[src/rtl/mem_bist_pkg.sv]
// Shared types and helpers for the memory BIST initiator: FSM state encoding,
// bus/counter widths and the address-derived test pattern.
package mem_bist_pkg;

    localparam int BUS_W = 32;
    localparam int ERR_W = 16;
    localparam int IDX_W = 16;

    typedef enum logic [2:0] {
        ST_IDLE,
        ST_WR_REQ,
        ST_WR_REL,
        ST_RD_REQ,
        ST_RD_REL,
        ST_FIN
    } state_t;

    // Pattern for word address a: complement in the upper half, a in the lower half.
    function automatic logic [BUS_W-1:0] pat(input logic [15:0] a);
        return {~a, a};
    endfunction

endpackage

[src/rtl/mem_bist_watchdog.sv]
// Reloadable down-counter; flags expiry on the TIMEOUT-th active cycle after a reload.
// Latency: combinational expire flag, counter updates every active cycle.
// Backpressure: none; free-running while i_active is high.
module mem_bist_watchdog #(
    parameter int TIMEOUT = 1023
) (
    input  logic clk,
    input  logic reset_n,
    input  logic i_active,
    input  logic i_reload,
    output logic o_expired
);

    localparam int CNT_W = (TIMEOUT < 2) ? 1 : $clog2(TIMEOUT);
    localparam logic [CNT_W-1:0] RELOAD = CNT_W'(TIMEOUT - 1);

    logic [CNT_W-1:0] r_cnt;
    logic [CNT_W-1:0] w_cur;

    // The reload cycle itself counts as the first cycle in the new state.
    assign w_cur     = i_reload ? RELOAD : r_cnt;
    assign o_expired = i_active && (w_cur == '0);

    always_ff @(posedge clk or negedge reset_n) begin
        if (!reset_n) begin
            r_cnt <= '0;
        end else if (i_active && (w_cur != '0)) begin
            r_cnt <= w_cur - CNT_W'(1);
        end
    end

endmodule

[src/rtl/mem_bist.sv]
// Memory BIST initiator: writes pat(addr) over a word range via a 4-phase bus, reads back, compares.
// Latency: >= 2 cycles per word per phase plus responder latency; result on done one cycle after FIN.
// Backpressure: each request is held until mem_ack; watchdog aborts. MEM_BIST_INVERT_PASS_EN adds a ~pat pass.
module mem_bist
    import mem_bist_pkg::*;
#(
    parameter logic [BUS_W-1:0] ADDR_BASE = 32'h0000_0000,
    parameter int               WORDS     = 256,
    parameter logic [BUS_W-1:0] ADDR_STEP = 32'd4,
    parameter int               TIMEOUT   = 1023
) (
    input  logic             clk,
    input  logic             reset_n,
    input  logic             start,
    output logic             mem_read,
    output logic             mem_write,
    input  logic             mem_ack,
    output logic [BUS_W-1:0] mem_addr,
    output logic [BUS_W-1:0] mem_write_data,
    input  logic [BUS_W-1:0] mem_read_data,
    output logic             busy,
    output logic             done,
    output logic             pass,
    output logic             timeout,
    output logic [ERR_W-1:0] err_count,
    output logic [BUS_W-1:0] fail_addr,
    output logic [BUS_W-1:0] fail_data
);

    localparam logic [IDX_W-1:0] LAST_IDX  = IDX_W'(WORDS - 1);
    localparam logic [15:0]      BASE_WORD = ADDR_BASE[17:2];

    state_t           r_state;
    logic             r_start_d;
    logic             r_mem_read;
    logic             r_mem_write;
    logic [IDX_W-1:0] r_idx;
    logic [BUS_W-1:0] r_addr;
    logic [BUS_W-1:0] r_wdata;
    logic             r_busy;
    logic             r_done;
    logic             r_pass;
    logic             r_timeout;
    logic [ERR_W-1:0] r_err;
    logic [BUS_W-1:0] r_fail_addr;
    logic [BUS_W-1:0] r_fail_data;
    logic             r_wd_reload;

    logic             w_start_edge;
    logic             w_wd_active;
    logic             w_wd_expired;
    logic [BUS_W-1:0] w_addr_inc;
    logic [BUS_W-1:0] w_inv_mask;

`ifdef MEM_BIST_INVERT_PASS_EN
    logic r_inv;
    assign w_inv_mask = {BUS_W{r_inv}};
`else
    assign w_inv_mask = '0;
`endif

    assign w_start_edge = start && !r_start_d;
    assign w_addr_inc   = r_addr + ADDR_STEP;
    assign w_wd_active  = (r_state == ST_WR_REQ) || (r_state == ST_WR_REL) ||
                          (r_state == ST_RD_REQ) || (r_state == ST_RD_REL);

    mem_bist_watchdog #(
        .TIMEOUT (TIMEOUT)
    ) u_watchdog (
        .clk       (clk),
        .reset_n   (reset_n),
        .i_active  (w_wd_active),
        .i_reload  (r_wd_reload),
        .o_expired (w_wd_expired)
    );

    // r_wdata always holds the pattern expected at r_addr; it doubles as the read-back reference.
    always_ff @(posedge clk or negedge reset_n) begin
        if (!reset_n) begin
            r_state     <= ST_IDLE;
            r_start_d   <= 1'b0;
            r_mem_read  <= 1'b0;
            r_mem_write <= 1'b0;
            r_idx       <= '0;
            r_addr      <= '0;
            r_wdata     <= '0;
            r_busy      <= 1'b0;
            r_done      <= 1'b0;
            r_pass      <= 1'b0;
            r_timeout   <= 1'b0;
            r_err       <= '0;
            r_fail_addr <= '0;
            r_fail_data <= '0;
            r_wd_reload <= 1'b0;
`ifdef MEM_BIST_INVERT_PASS_EN
            r_inv       <= 1'b0;
`endif
        end else begin
            r_start_d   <= start;
            r_wd_reload <= 1'b0;
            if (w_wd_expired) begin
                r_mem_read  <= 1'b0;
                r_mem_write <= 1'b0;
                r_timeout   <= 1'b1;
                r_state     <= ST_FIN;
            end else begin
                case (r_state)
                    ST_IDLE: begin
                        if (w_start_edge) begin
                            r_err       <= '0;
                            r_fail_addr <= '0;
                            r_fail_data <= '0;
                            r_timeout   <= 1'b0;
                            r_done      <= 1'b0;
                            r_pass      <= 1'b0;
                            r_busy      <= 1'b1;
                            r_idx       <= '0;
                            r_addr      <= ADDR_BASE;
                            r_wdata     <= pat(BASE_WORD);
                            r_mem_write <= 1'b1;
                            r_wd_reload <= 1'b1;
                            r_state     <= ST_WR_REQ;
`ifdef MEM_BIST_INVERT_PASS_EN
                            r_inv       <= 1'b0;
`endif
                        end
                    end
                    ST_WR_REQ: begin
                        if (mem_ack) begin
                            r_mem_write <= 1'b0;
                            r_wd_reload <= 1'b1;
                            r_state     <= ST_WR_REL;
                        end
                    end
                    ST_WR_REL: begin
                        if (!mem_ack) begin
                            r_wd_reload <= 1'b1;
                            if (r_idx == LAST_IDX) begin
                                r_idx      <= '0;
                                r_addr     <= ADDR_BASE;
                                r_wdata    <= pat(BASE_WORD) ^ w_inv_mask;
                                r_mem_read <= 1'b1;
                                r_state    <= ST_RD_REQ;
                            end else begin
                                r_idx       <= r_idx + 16'd1;
                                r_addr      <= w_addr_inc;
                                r_wdata     <= pat(w_addr_inc[17:2]) ^ w_inv_mask;
                                r_mem_write <= 1'b1;
                                r_state     <= ST_WR_REQ;
                            end
                        end
                    end
                    ST_RD_REQ: begin
                        if (mem_ack) begin
                            r_mem_read  <= 1'b0;
                            r_wd_reload <= 1'b1;
                            r_state     <= ST_RD_REL;
                            if (mem_read_data != r_wdata) begin
                                if (r_err == '0) begin
                                    r_fail_addr <= r_addr;
                                    r_fail_data <= mem_read_data;
                                end
                                if (r_err != '1) begin
                                    r_err <= r_err + 16'd1;
                                end
                            end
                        end
                    end
                    ST_RD_REL: begin
                        if (!mem_ack) begin
                            r_wd_reload <= 1'b1;
                            if (r_idx == LAST_IDX) begin
`ifdef MEM_BIST_INVERT_PASS_EN
                                if (!r_inv) begin
                                    r_inv       <= 1'b1;
                                    r_idx       <= '0;
                                    r_addr      <= ADDR_BASE;
                                    r_wdata     <= ~pat(BASE_WORD);
                                    r_mem_write <= 1'b1;
                                    r_state     <= ST_WR_REQ;
                                end else begin
                                    r_state <= ST_FIN;
                                end
`else
                                r_state <= ST_FIN;
`endif
                            end else begin
                                r_idx      <= r_idx + 16'd1;
                                r_addr     <= w_addr_inc;
                                r_wdata    <= pat(w_addr_inc[17:2]) ^ w_inv_mask;
                                r_mem_read <= 1'b1;
                                r_state    <= ST_RD_REQ;
                            end
                        end
                    end
                    ST_FIN: begin
                        r_busy  <= 1'b0;
                        r_done  <= 1'b1;
                        r_pass  <= (r_err == '0) && !r_timeout;
                        r_state <= ST_IDLE;
                    end
                    default: r_state <= ST_IDLE;
                endcase
            end
        end
    end

    assign mem_read       = r_mem_read;
    assign mem_write      = r_mem_write;
    assign mem_addr       = r_addr;
    assign mem_write_data = r_wdata;
    assign busy           = r_busy;
    assign done           = r_done;
    assign pass           = r_pass;
    assign timeout        = r_timeout;
    assign err_count      = r_err;
    assign fail_addr      = r_fail_addr;
    assign fail_data      = r_fail_data;

endmodule

[config.mk]
export PLATFORM = sky130hd
export DESIGN_NAME = mem_bist
export DESIGN_NICKNAME = d
export VERILOG_FILES = /design/src/rtl/mem_bist_pkg.sv /design/src/rtl/mem_bist_watchdog.sv /design/src/rtl/mem_bist.sv
export SDC_FILE = /design/constraint.sdc
export NUM_CORES = 1
export LEC_CHECK = 0
export ABC_AREA = 1
export BUFFER_PORTS_ARGS = -buffer_cell sky130_fd_sc_hd__buf_2
export CORE_MARGIN = 8
export CORE_UTILIZATION = 56
export CTS_CLUSTER_DIAMETER = 30
export DETAILED_ROUTE_END_ITERATION = 12
export GPL_TIMING_DRIVEN = 0
export HOLD_SLACK_MARGIN = 0.12
export PLACE_DENSITY = 0.92
export SETUP_SLACK_MARGIN = 0.05
export SYNTH_ARGS = -nofsm -noshare
export SYNTH_HDL_FRONTEND = slang
export SYNTH_SLANG_ARGS = --single-unit
[constraint.sdc]
create_clock -name clk -period 2.3 [get_ports clk]
set_clock_uncertainty 0.1 [all_clocks]
set_input_delay 0.46 -clock clk [delete_from_list [all_inputs] [get_ports clk]]
set_output_delay 0.46 -clock clk [all_outputs]
set_load 0.05 [all_outputs]
==> impl_metrics.csv <==
group,metric,value,unit
pwr,p_sw,6.44,mW
pwr,powerDensity,1130,nW/um2
worst_setup_path,crit_start,"mem_write_data[14]",
cts,clk_pin_slew_worst_paths,0.07,ns
finish,finalNetCount,1556,
drt,antenna_violating_nets_post_route,0,
sta,worstMarginPinSlew,0.736,ns
cts,cts_made_buffers,17,
worst_setup_path,arrival,2.48,ns
pwr,p_leak,6.13,nW
synth,yosys_register_bits,161,
cts,numClockSinks,161,
synth,synth_area,9290,um2
floorplanning,die_x,145,um
status,outcome,"completed",
drt,dr.pass1.iters,7,
min_path,hold_path.startpoint,"mem_read_data[6]",
sta,hold_viol,0,
worst_setup_path,cp_num_buf_inv,1,
finish,n_antenna_cell,0,
synth,synth_commonest_cells,"nand2_1 (345), nor2_1 (203), dfrtp_1 (161), inv_1 (134), nand4_1 (94)",
synth,ys.flop_type,"dfrtp_1",
flow_run,maxCapViolations,0,
worst_setup_path,crit_end,"fail_addr[2]",
cts,cts_tree,"yes",
worst_setup_path,slowest_delay,0.53,ns
global_route,grt-ovfl-total,0,
sta,post-route-min-period,2.25,ns
worst_setup_path,crit_required,2.52,ns
global_route,grt_pass1_vias,9466,
floorplanning,die_h,145,um
worst_setup_path,reg2reg_depth,9,
pwr,vdd_drop_max,697,uV
worst_setup_path,path_cells,"xnor2_1 -> nand2_1 -> nor2_1 -> nand2_1 -> nor2_2 -> nand3_4 -> buf_1 -> nand4_1 -> nand2_1",
cts,cts-root-buf,"clkbuf_16",
pwr,p_comb_share,50.9,%
sta,relSlewSlack,50.9,%
worst_setup_path,crit_fanout,10,
worst_setup_path,critPathKind,"register to register",
synth,yosysTopAreaCell,"dfrtp_1",
placement,routabilityCongestion,0.921,
worst_setup_path,reg2reg_to,"fail_addr[2]",
global_route,grt_pass1_wl,47.1,mm
global_route,grt_max_degree,95,
global_route,antenna_found_initial,0,
synth,ys_seq_area_share,43.4,%
synth,synth_top_cell_area_share,43.4,%
worst_setup_path,end_kind,"register",
sta,setup_ws,0.0451,ns
worst_setup_path,cp_num_cells,9,
cts,clock_latency,0.44,ns
pwr,p_seq_share,27.5,%
worst_setup_path,crit_path_start_kind,"register",
placement,portBuffers,181,
floorplanning,start_util,56.6,%
min_path,min_path_type,"input pin to register",
pwr,power_frac_clock,21.6,%
worst_setup_path,reg2reg_slack,0.05,ns
worst_setup_path,slowest_stage,"dfrtp_1",
cts,h-tree-depth,4,
drt,vias_per_cell,5.81,
floorplanning,io_pins,186,
synth,synthTopCellsByArea,"dfrtp_1 (43%), nand2_1 (14%), nor2_1 (8.2%)",
synth,synth_cell_type_count,34,
placement,dp_hpwl,21.4,mm
finish,fin_cells,1748,
synth,syn_inst,1277,
floorplanning,fp.dieArea,21000,um2
sta,finalMaxSlewViolations,0,
floorplanning,fp.coreArea,16400,um2
synth,yosysWarningCount,0,
drt,num_vias,10200,
floorplanning,row_count,47,
worst_setup_path,r2r_start,"mem_write_data[14]",
drt,post_drt_wl_per_cell,18.1,um
placement,dp_worst_setup_slack,-0.448,ns
sta,fin_crit_sh,98.0,%
worst_setup_path,cpMostUsedCell,"nand2_1",
finish,final.fill_count,1169,
drt,drt_iter0_markers,1327,
synth,synth-async-reset-ratio,100,%
finish,area_delta_synth_final,26.1,%
pwr,p_total,13.2,mW
global_route,grtUsageTotal,28.7,%
synth,synth_edf_count,0,
finish,drive_gt1_share,23.5,%
cts,clk_path_buf_depth,2,
worst_setup_path,cpLargestDelayFamily,"simple AND/OR/NAND/NOR gates",
placement,dpl.cell_count,1682,
synth,syn_avg_cell_area,7.27,um2
sta,max_freq,443,MHz
sta,setup_violations,0,
pwr,switching_share,48.6,%
drt,wl,31.7,mm
synth,post-synth-top-count-cell,"nand2_1",
sta,rsz0062_at_grt,"true",
drt,drc_errors,0,
min_path,holdPathStages,5,
pwr,p_int,6.80,mW
tightest hold or removal path, cell delays in order:
cell	delay [ns]
buf_2	0.12
inv_1	0.05
nor2_1	0.03
nand4_1	0.07
nand2_1	0.05
cells in the final DEF (no fill, tap or decap), types with 5 or more instances in the layout:
master / count
o22ai_1: 6
clkbuf_16: 17
clkbuf_1: 17
nor2_2: 5
buf_4: 49
o21ai_1: 8
o21ai_0: 35
o21a_1: 5
nand3_4: 6
a21oi_1: 42
buf_2: 189
buf_6: 20
inv_2: 7
nor2_1: 194
nand3_1: 61
nand2_1: 340
inv_1: 130
nor2_4: 9
nor3_1: 17
inv_6: 6
dfrtp_1: 150
xor2_1: 36
nand4_1: 94
xnor2_1: 17
nand2_2: 5
dfrtp_2: 11
power groups by stage:
stage / Clock (mW) / Combinational [mW] / Sequential (mW)
final: 2.87 / 6.74 / 3.64
after global routing: 2.97 / 7.11 / 3.67
after CTS: 2.85 / 5.81 / 3.61
after detailed placement: 0 / 5.56 / 3.65
after global placement: 0 / 5.45 / 3.63
after floorplan: 0 / 2.95 / 4.63
cells by family (layout without fill, tap and decap cells):
group | count (synthesis) | after routing | share of synthesized area [%]
buffers and inverters | 212 | 458 | 10.3
xor gates and xnor gates | 53 | 53 | 5.00
DFF | 161 | 161 | 43.4
and+or+nand+nor | 745 | 747 | 34.9
other | 1 | 4 | 0.0404
adders and majority gates | 5 | 5 | 0.673
AOI/OAI and AO/OA | 100 | 100 | 5.71
metrics by stage:
step                TNS (ns)  area [um2]  hold WS [ns]  util (%)
floorplan                  0        9310        0.0644         -
global placement     -310.64       10500         0.349      63.9
detailed placement    -28.88       10500         0.353      64.2
CTS                        0       11300         0.271      68.8
global route         -0.0931       11700         0.298      71.4
finish                     0       11700         0.277      71.4
sequential cells by signal (all words and copies together), names as in the netlist, 3 cells and up:
name	count
r_idx	16
err_count	16
u_watchdog.r_cnt	10
fail_data	32
fail_addr	30
r_state	3
mem_write_data	32
mem_addr	14
final cells by class:
class	count	area (um2)	area share, %
multi-input combinational	909	4540	38.7
sequential	161	4040	34.5
timing repair buffer	214	1210	10.3
buffer	74	547	4.67
inverter	138	522	4.45
clock buffer	19	443	3.78
tap	220	275	2.35
clock inverter	13	140	1.20
per-layer routing:
| layer | wire length [um] | GRT usage [%] | vias to the layer above |
|---|---|---|---|
| met4 | 1470 | 13.9 | 0 |
| met1 | 11300 | 35.6 | 4699 |
| met2 | 15000 | 46.4 | 729 |
| met3 | 3880 | 6.69 | 159 |
| li1 | - | - | 4568 |
| met5 | 0 | 0 | - |
timing repair:
action                     4_1_cts  5_1_grt
hold endpoints to repair        94        0
pin swaps                        5       17
hold buffers                     2        0
setup buffers                    9       19
setup endpoints to repair      133      142
cloned                           0        4
gates resized for setup         27       71
worst min-delay path by stage:
stage / endpoint
after floorplan: busy
after global placement: fail_data[4]
after detailed placement: fail_addr[9]
after CTS: fail_data[28]
after global routing: fail_data[29]
final: fail_data[6]
No activity file was read; power rests on OpenSTA's default activity.
